## config.mk

```make
export PLATFORM = sky130hd
export DESIGN_NAME = nes_poller_flat
export DESIGN_NICKNAME = d
export VERILOG_FILES = /design/src/rtl/nes_poller_if.sv /design/src/rtl/nes_poller.sv /design/src/flat_wrapper.sv
export SDC_FILE = /design/constraint.sdc
export NUM_CORES = 1
export LEC_CHECK = 0
export ABC_CLOCK_PERIOD_IN_PS = 2550
export CAP_MARGIN = 25
export CELL_PAD_IN_SITES_DETAIL_PLACEMENT = 0
export CELL_PAD_IN_SITES_GLOBAL_PLACEMENT = 1
export CORE_ASPECT_RATIO = 1.4
export CORE_MARGIN = 4
export CORE_UTILIZATION = 40
export CTS_CLUSTER_DIAMETER = 60
export CTS_CLUSTER_SIZE = 25
export DETAILED_ROUTE_END_ITERATION = 12
export GPL_TIMING_DRIVEN = 0
export PLACE_DENSITY_LB_ADDON = 0.08
export SYNTH_ARGS = -nofsm -noshare
export SYNTH_HDL_FRONTEND = slang
export SYNTH_SLANG_ARGS = --single-unit
```

## constraint.sdc

```tcl
create_clock -name i_clk -period 2.55 [get_ports i_clk]
set_input_delay 0.51 -clock i_clk [delete_from_list [all_inputs] [get_ports i_clk]]
set_output_delay 0.51 -clock i_clk [all_outputs]
set_load 0.02 [all_outputs]
```

## src/rtl/nes_poller_if.sv

```systemverilog
// rtl/nes_poller_if.sv - poller <-> nes_bridge control/readback bus
//
// Purpose: bundles the signals nes_poller uses to drive a nes_bridge.
// Signals:
//   bridge_start  1  one-cycle start pulse to the bridge
//   bridge_addr   2  bridge readback select (00 ready, 01 valid, 10 joypad)
//   bridge_rdata  8  bridge readback data, combinational from bridge_addr
// Modports:
//   master  poller side (drives start/addr, reads rdata)
//   slave   bridge side (reads start/addr, drives rdata)
interface nes_poller_if;
  logic       bridge_start;
  logic [1:0] bridge_addr;
  logic [7:0] bridge_rdata;

  modport master (
    output bridge_start,
    output bridge_addr,
    input  bridge_rdata
  );

  modport slave (
    input  bridge_start,
    input  bridge_addr,
    output bridge_rdata
  );
endinterface

```

## src/rtl/nes_poller.sv

```systemverilog
// rtl/nes_poller.sv - fixed-rate NES joypad poller with sticky edge masks and IRQ
//
// Purpose: periodically (or on request) runs one nes_bridge transfer, latches
// the button byte and accumulates sticky pressed/released edge masks.
// Ports:
//   i_clk, i_rst_n     clock, synchronous active-low reset
//   i_enable           timed polling on
//   i_poll_now         one-cycle request for an immediate poll
//   i_clear            one-cycle clear of pressed/released/timeout_err
//   bus (master)       bridge_start / bridge_addr / bridge_rdata
//   o_buttons          last good joypad byte, 1 = held
//   o_pressed          sticky 0->1 edges since last clear
//   o_released         sticky 1->0 edges since last clear
//   o_irq              any pressed/released bit or timeout_err
//   o_timeout_err      sticky poll timeout flag
//   o_sample_count     successful polls, wrapping
//   o_busy             a poll is in progress
module nes_poller #(
  parameter int POLL_PERIOD = 833_333,
  parameter int TIMEOUT     = 2_000_000
) (
  input  logic            i_clk,
  input  logic            i_rst_n,
  input  logic            i_enable,
  input  logic            i_poll_now,
  input  logic            i_clear,
  nes_poller_if.master    bus,
  output logic [7:0]      o_buttons,
  output logic [7:0]      o_pressed,
  output logic [7:0]      o_released,
  output logic            o_irq,
  output logic            o_timeout_err,
  output logic [15:0]     o_sample_count,
  output logic            o_busy
);

  localparam int PW = (POLL_PERIOD > 1) ? $clog2(POLL_PERIOD) : 1;
  localparam int TW = (TIMEOUT > 1) ? $clog2(TIMEOUT) : 1;
  localparam logic [PW-1:0] PERIOD_LAST  = PW'(POLL_PERIOD - 1);
  localparam logic [TW-1:0] TIMEOUT_LAST = TW'(TIMEOUT - 1);

  typedef enum logic [1:0] {
    S_IDLE  = 2'd0,
    S_ARM   = 2'd1,
    S_WAIT  = 2'd2,
    S_LATCH = 2'd3
  } state_t;

  state_t          r_state;
  state_t          w_next;
  logic [PW-1:0]   r_period_ctr;
  logic [TW-1:0]   r_timeout_ctr;
  logic            r_pending;
  logic [1:0]      r_addr;
  logic [7:0]      r_buttons;
  logic [7:0]      r_pressed;
  logic [7:0]      r_released;
  logic            r_timeout_err;
  logic [15:0]     r_sample_count;

  logic            w_wrap;
  logic            w_timeout_hit;
  logic            w_start;
  logic [1:0]      w_next_addr;
  logic            w_latch;
  logic [7:0]      w_new_pressed;
  logic [7:0]      w_new_released;

  assign w_wrap        = i_enable && (r_period_ctr == PERIOD_LAST);
  // Timeout takes priority over progress so an abort never coincides with a start pulse.
  assign w_timeout_hit = ((r_state == S_ARM) || (r_state == S_WAIT)) &&
                         (r_timeout_ctr == TIMEOUT_LAST);
  assign w_latch        = (r_state == S_LATCH);
  assign w_new_pressed  = w_latch ? (bus.bridge_rdata & ~r_buttons) : 8'h00;
  assign w_new_released = w_latch ? (~bus.bridge_rdata & r_buttons) : 8'h00;

  // State register
  always_ff @(posedge i_clk) begin
    if (!i_rst_n) begin
      r_state <= S_IDLE;
    end else begin
      r_state <= w_next;
    end
  end

  // Next-state logic
  always_comb begin
    w_next = r_state;
    case (r_state)
      S_IDLE: begin
        if (r_pending) w_next = S_ARM;
      end
      S_ARM: begin
        if (w_timeout_hit)              w_next = S_IDLE;
        else if (bus.bridge_rdata[0])   w_next = S_WAIT;
      end
      S_WAIT: begin
        // Bridge drops valid on the start edge, so a stale valid cannot be seen here.
        if (w_timeout_hit)              w_next = S_IDLE;
        else if (bus.bridge_rdata[0])   w_next = S_LATCH;
      end
      S_LATCH: w_next = S_IDLE;
      default: w_next = S_IDLE;
    endcase
  end

  // Output logic: start is a same-cycle decode; addr is registered from the next state.
  always_comb begin
    w_start = (r_state == S_ARM) && bus.bridge_rdata[0] && !w_timeout_hit;
    case (w_next)
      S_WAIT:  w_next_addr = 2'b01;
      S_LATCH: w_next_addr = 2'b10;
      default: w_next_addr = 2'b00;
    endcase
  end

  // Timer, request and result registers
  always_ff @(posedge i_clk) begin
    if (!i_rst_n) begin
      r_period_ctr   <= '0;
      r_timeout_ctr  <= '0;
      r_pending      <= 1'b0;
      r_addr         <= 2'b00;
      r_buttons      <= 8'h00;
      r_pressed      <= 8'h00;
      r_released     <= 8'h00;
      r_timeout_err  <= 1'b0;
      r_sample_count <= 16'h0000;
    end else begin
      if (!i_enable)   r_period_ctr <= '0;
      else if (w_wrap) r_period_ctr <= '0;
      else             r_period_ctr <= r_period_ctr + 1'b1;

      // A request arriving in the start cycle is kept: it came while busy.
      r_pending <= (r_pending && !w_start) || w_wrap || i_poll_now;

      if (r_state == S_IDLE)
        r_timeout_ctr <= '0;
      else if ((r_state == S_ARM) || (r_state == S_WAIT))
        r_timeout_ctr <= r_timeout_ctr + 1'b1;

      r_addr <= w_next_addr;

      // New edges survive a coincident clear.
      r_pressed  <= (i_clear ? 8'h00 : r_pressed)  | w_new_pressed;
      r_released <= (i_clear ? 8'h00 : r_released) | w_new_released;
      r_timeout_err <= w_timeout_hit || (r_timeout_err && !i_clear);

      if (w_latch) begin
        r_buttons      <= bus.bridge_rdata;
        r_sample_count <= r_sample_count + 16'd1;
      end
    end
  end

  assign bus.bridge_start = w_start;
  assign bus.bridge_addr  = r_addr;

  assign o_buttons      = r_buttons;
  assign o_pressed      = r_pressed;
  assign o_released     = r_released;
  assign o_timeout_err  = r_timeout_err;
  assign o_sample_count = r_sample_count;
  assign o_irq          = (|r_pressed) || (|r_released) || r_timeout_err;
  assign o_busy         = (r_state != S_IDLE);

endmodule

```

## src/flat_wrapper.sv

```systemverilog
// flat-port wrapper written by rule: the top's interface ports become plain ports
module nes_poller_flat 
#(
  parameter int POLL_PERIOD = 833_333,
  parameter int TIMEOUT     = 2_000_000
)
  (i_clk, i_rst_n, i_enable, i_poll_now, i_clear, o_buttons, o_pressed, o_released, o_irq, o_timeout_err, o_sample_count, o_busy, bus_bridge_start, bus_bridge_addr, bus_bridge_rdata);
  nes_poller_if bus_i ();
  input  logic i_clk;
  input  logic i_rst_n;
  input  logic i_enable;
  input  logic i_poll_now;
  input  logic i_clear;
  output logic [7:0] o_buttons;
  output logic [7:0] o_pressed;
  output logic [7:0] o_released;
  output logic o_irq;
  output logic o_timeout_err;
  output logic [15:0] o_sample_count;
  output logic o_busy;
  output wire logic [$bits(bus_i.bridge_start)-1:0] bus_bridge_start;
  output wire logic [$bits(bus_i.bridge_addr)-1:0] bus_bridge_addr;
  input wire logic [$bits(bus_i.bridge_rdata)-1:0] bus_bridge_rdata;
  assign bus_bridge_start = bus_i.bridge_start;
  assign bus_bridge_addr = bus_i.bridge_addr;
  assign bus_i.bridge_rdata = bus_bridge_rdata;
  nes_poller #(.POLL_PERIOD(POLL_PERIOD), .TIMEOUT(TIMEOUT)) u_core (.i_clk(i_clk), .i_rst_n(i_rst_n), .i_enable(i_enable), .i_poll_now(i_poll_now), .i_clear(i_clear), .bus(bus_i), .o_buttons(o_buttons), .o_pressed(o_pressed), .o_released(o_released), .o_irq(o_irq), .o_timeout_err(o_timeout_err), .o_sample_count(o_sample_count), .o_busy(o_busy));
endmodule
```

==> reports/metrics.csv <==
stage,metric,value,unit
status,run_status,completed,
pwr,total_power,2.85,mW
drt,vias_after_detailed_routing,3120,
layout,design.final.nets,527,
layout,ant_cells,0,
layout,filler_cell_count,858,
min_path,worst_hold_path_type,reg2reg,
drt,route.layer.met1.wl,3760,microns
logic_synthesis,synth_most_common_cell,nor2_1,
drt,antenna_violating_nets_post_route,0,
logic_synthesis,synth_enable_flop_cells,0,
global_route,grt_start_max_net_pins,14,
drt,met2RoutedLength,4100,microns
critical_path,worst-path-max-fanout,5,
cts,clk-insertion-delay-late,0.34,ns
timing,rsz0062_at_grt,yes,
timing,layout_worst_path_cycle_share,0.993,
critical_path,crit_path_start_kind,register,
timing,worst-slew-pin-transition,0.722,ns
logic_synthesis,synth-adder-area-share,0.0270,
floorplan,ios,59,
drt,totalWireLength,8430,microns
logic_synthesis,synth_top_flop_cell,dfxtp_1,
logic_synthesis,synth_area,3700,sq um
logic_synthesis,synth.top_cell.area_share,0.470,
cts,cts-root-buf,clkbuf_16,
timing,final-setup-viol-count,0,
layout,multiInputGateArea,1850,sq um
timing,setup_total_negative_slack,0,ns
global_route,initial_antenna_violation_count,0,
drt,routed_length_per_placed_instance,13.6,microns
floorplan,die_height,122,microns
global_route,globalRouteTotalUtil,0.161,
cts,clk_transition_reported_paths,0.06,ns
timing,fin_worst_skew,0.00566,ns
logic_synthesis,netlist_instances,429,
logic_synthesis,synth_compound_area_frac,0.0585,
drt,top_layer,met4,
layout,final_layout_size_suffix_gt1_frac,0.0665,
place,number_of_buffers_added_on_ports,58,
pwr,power.density_cell_area,595,nW/um^2
drt,detail_route.drc_violations,0,
logic_synthesis,synth_warnings,0,
drt,drt_iter0_drc,85,
global_route,via_count_of_the_first_global_routing_pass,2915,
floorplan,die-width,89.3,microns
logic_synthesis,synth.yosys.seq_area_share,0.470,
place,gp_congestion,0.811,
logic_synthesis,synth_top_cells_by_area,"dfxtp_1, nor2_1, xor2_1, xnor2_1, nand2_1",
critical_path,critPathArrivalTime,2.02,ns
drt,drt-vias-per-instance,5.05,
layout,area.growth.synth_to_final,29.3,%
floorplan,rows,41,
critical_path,critical_path_required,2.04,ns
cts,cts_hold_buf,0,
logic_synthesis,yosys.area_share.xor_xnor,0.116,
logic_synthesis,main_combinational_cell_family_by_area_after_synthesis,simple AND/OR/NAND/NOR gates,
layout,layout.area.seq,1740,sq um
timing,final_max_slew_viol_count,0,
cts,tritoncts,done,
place,detailedPlacementHpwl,6150,microns
floorplan,initial_core_util,0.410,
timing,fmax,395,MHz
logic_synthesis,netlist_top_cells_count,"nor2_1, dfxtp_1, nand2_1, xor2_1, inv_1",
global_route,grt_first_pass_wirelength,13600,microns
logic_synthesis,yosys.area_share.simple,0.265,
global_route,gr-total-overflow,0,
pwr,ir_worst_vdd,0.000368,V
timing,layout_min_cycle_time,2.53,ns
cts,numClockSinks,87,
logic_synthesis,avgSynthCellArea,8.63,sq um
cts,max-clock-path-buffers,2,
flow_run,max_cap_viol_count,0,
timing,max_slew_margin,0.519,
drt,drt_pass1_iterations,4,
cts,h-tree-depth,3,
critical_path,timing.critical_path.to_type,output pin,
floorplan,die_outline_area,10900,sq um
logic_synthesis,yosysUniqueCellTypes,36,
logic_synthesis,ys_async_sr_fraction,0,
cts,clock_buffers_created_by_tritoncts,9,
timing,final_hold_violation_count,0,
logic_synthesis,post_synth_mux_area_share,0.0270,
critical_path,setup.worst_path.class,reg2out,
pwr,static_leak,1.64,nW
floorplan,core_region_area,9030,sq um
logic_synthesis,yosys.area.top_type,dfxtp_1,
drt,wl_met3,399,microns
logic_synthesis,synth_fp_nets,450,
logic_synthesis,ys_ff_latch,87,
[flip-flops by register name, indices dropped and copies added, names as in the netlist]
| signal | flops |
|---|---|
| u_core.r_period_ctr | 20 |
| u_core.o_pressed | 8 |
| u_core.r_pending | 1 |
| u_core.o_buttons | 8 |
| u_core.r_timeout_ctr | 21 |
| u_core.bus.bridge_addr | 2 |
| u_core.o_released | 8 |
| u_core.o_sample_count | 16 |
| u_core.o_timeout_err | 1 |
| u_core.r_state | 2 |
[layer usage]
metal	up-vias	GRT usage
li1	1605	-
met1	1448	0.195
met2	53	0.263
met3	14	0.0426
met4	0	0.0698
met5	-	0
[power breakdown]
group	leakage, nW	switching (mW)	total (mW)	internal, mW
Combinational	0.800	0.0928	0.165	0.0719
Sequential	0.702	0.00902	1.38	1.37
Clock	0.140	0.523	1.31	0.785
Total	1.64	0.625	2.85	2.23
[metrics by stage]
step / instance area, sq um / hold WS (ns) / cells / worst slack, ns / utilization
finish: 4790 / 0.483 / 618 / 0.0170 / 0.530
global route: 4790 / 0.535 / 618 / -0.0397 / 0.530
CTS: 4730 / 0.488 / 611 / -0.116 / 0.524
detailed placement: 4420 / 0.474 / 594 / -0.382 / 0.489
global placement: 4420 / 0.461 / 594 / -0.399 / 0.489
floorplan: 3700 / 0.441 / 429 / 0.355 / -
[cell usage in the layout, fill, tap and decap left out, types with 2 or more instances in the layout]
master,synthesis,layout
dfxtp_2,0,2
clkdlybuf4s50_1,0,56
xnor2_1,19,19
clkbuf_16,0,9
nor3_1,10,10
o21ai_0,6,6
xor2_1,30,30
nor2_1,95,95
inv_2,0,2
inv_1,23,21
ha_1,8,7
a21oi_1,18,18
nand3_1,18,18
nand4_1,17,17
a32oi_1,8,8
clkbuf_1,11,14
or4_1,2,2
and4_1,3,3
dfxtp_1,87,85
and3_1,3,3
nand2_1,30,29
mux2i_1,10,10
nor4_1,9,9
or3_1,4,4
buf_4,0,9
nor4_2,2,2
nand2b_1,2,2
[critical path: stages (launching register included)]
cell and delay [ns]:
dfxtp_2 0.36, inv_2 0.06, ha_4 0.28, nand2_4 0.06, or3_4 0.43, nor4_4 0.21, nor2_1 0.11, buf_4 0.17
[path summary, 6_finish.rpt]
kind / from / end / slack, ns / cells after the start
max: u_core.r_state[0] / bus_bridge_start / 0.02 / 7
min: u_core.r_period_ctr[0] / u_core.r_period_ctr[0] / 0.48 / 1
max reg2reg: u_core.r_state[0] / u_core.o_sample_count[1] / 0.53 / 6
min reg2reg: u_core.r_period_ctr[0] / u_core.r_period_ctr[0] / 0.48 / 1
[cell families (layout without fill, tap and decap cells)]
family                     count (synthesis)  in the layout
muxes                                     10             10
DFF                                       87             87
AOI/OAI and AO/OA                         36             36
and+or+nand+nor                          203            203
buffers and inverters                     36            118
xor gates and xnor gates                  49             49
adders and majority gates                  8              8
[layout make-up]
class	count	share of cell area
buffer	12	0.00941
clock buffer	13	0.0523
clock inverter	3	0.00888
inverter	24	0.0188
multi-input combinational	306	0.385
sequential	87	0.364
tap	107	0.0280
timing repair buffer	66	0.133
[what timing repair did]
item | CTS | global route
setup endpoints to repair | 2 | 1
pin swaps | 1 | 4
gates resized for setup | 10 | 4
setup buffers | 1 | 7
endpoints found under the hold margin | 0 | 0
Note: power is estimated with default switching activity, not from simulation.
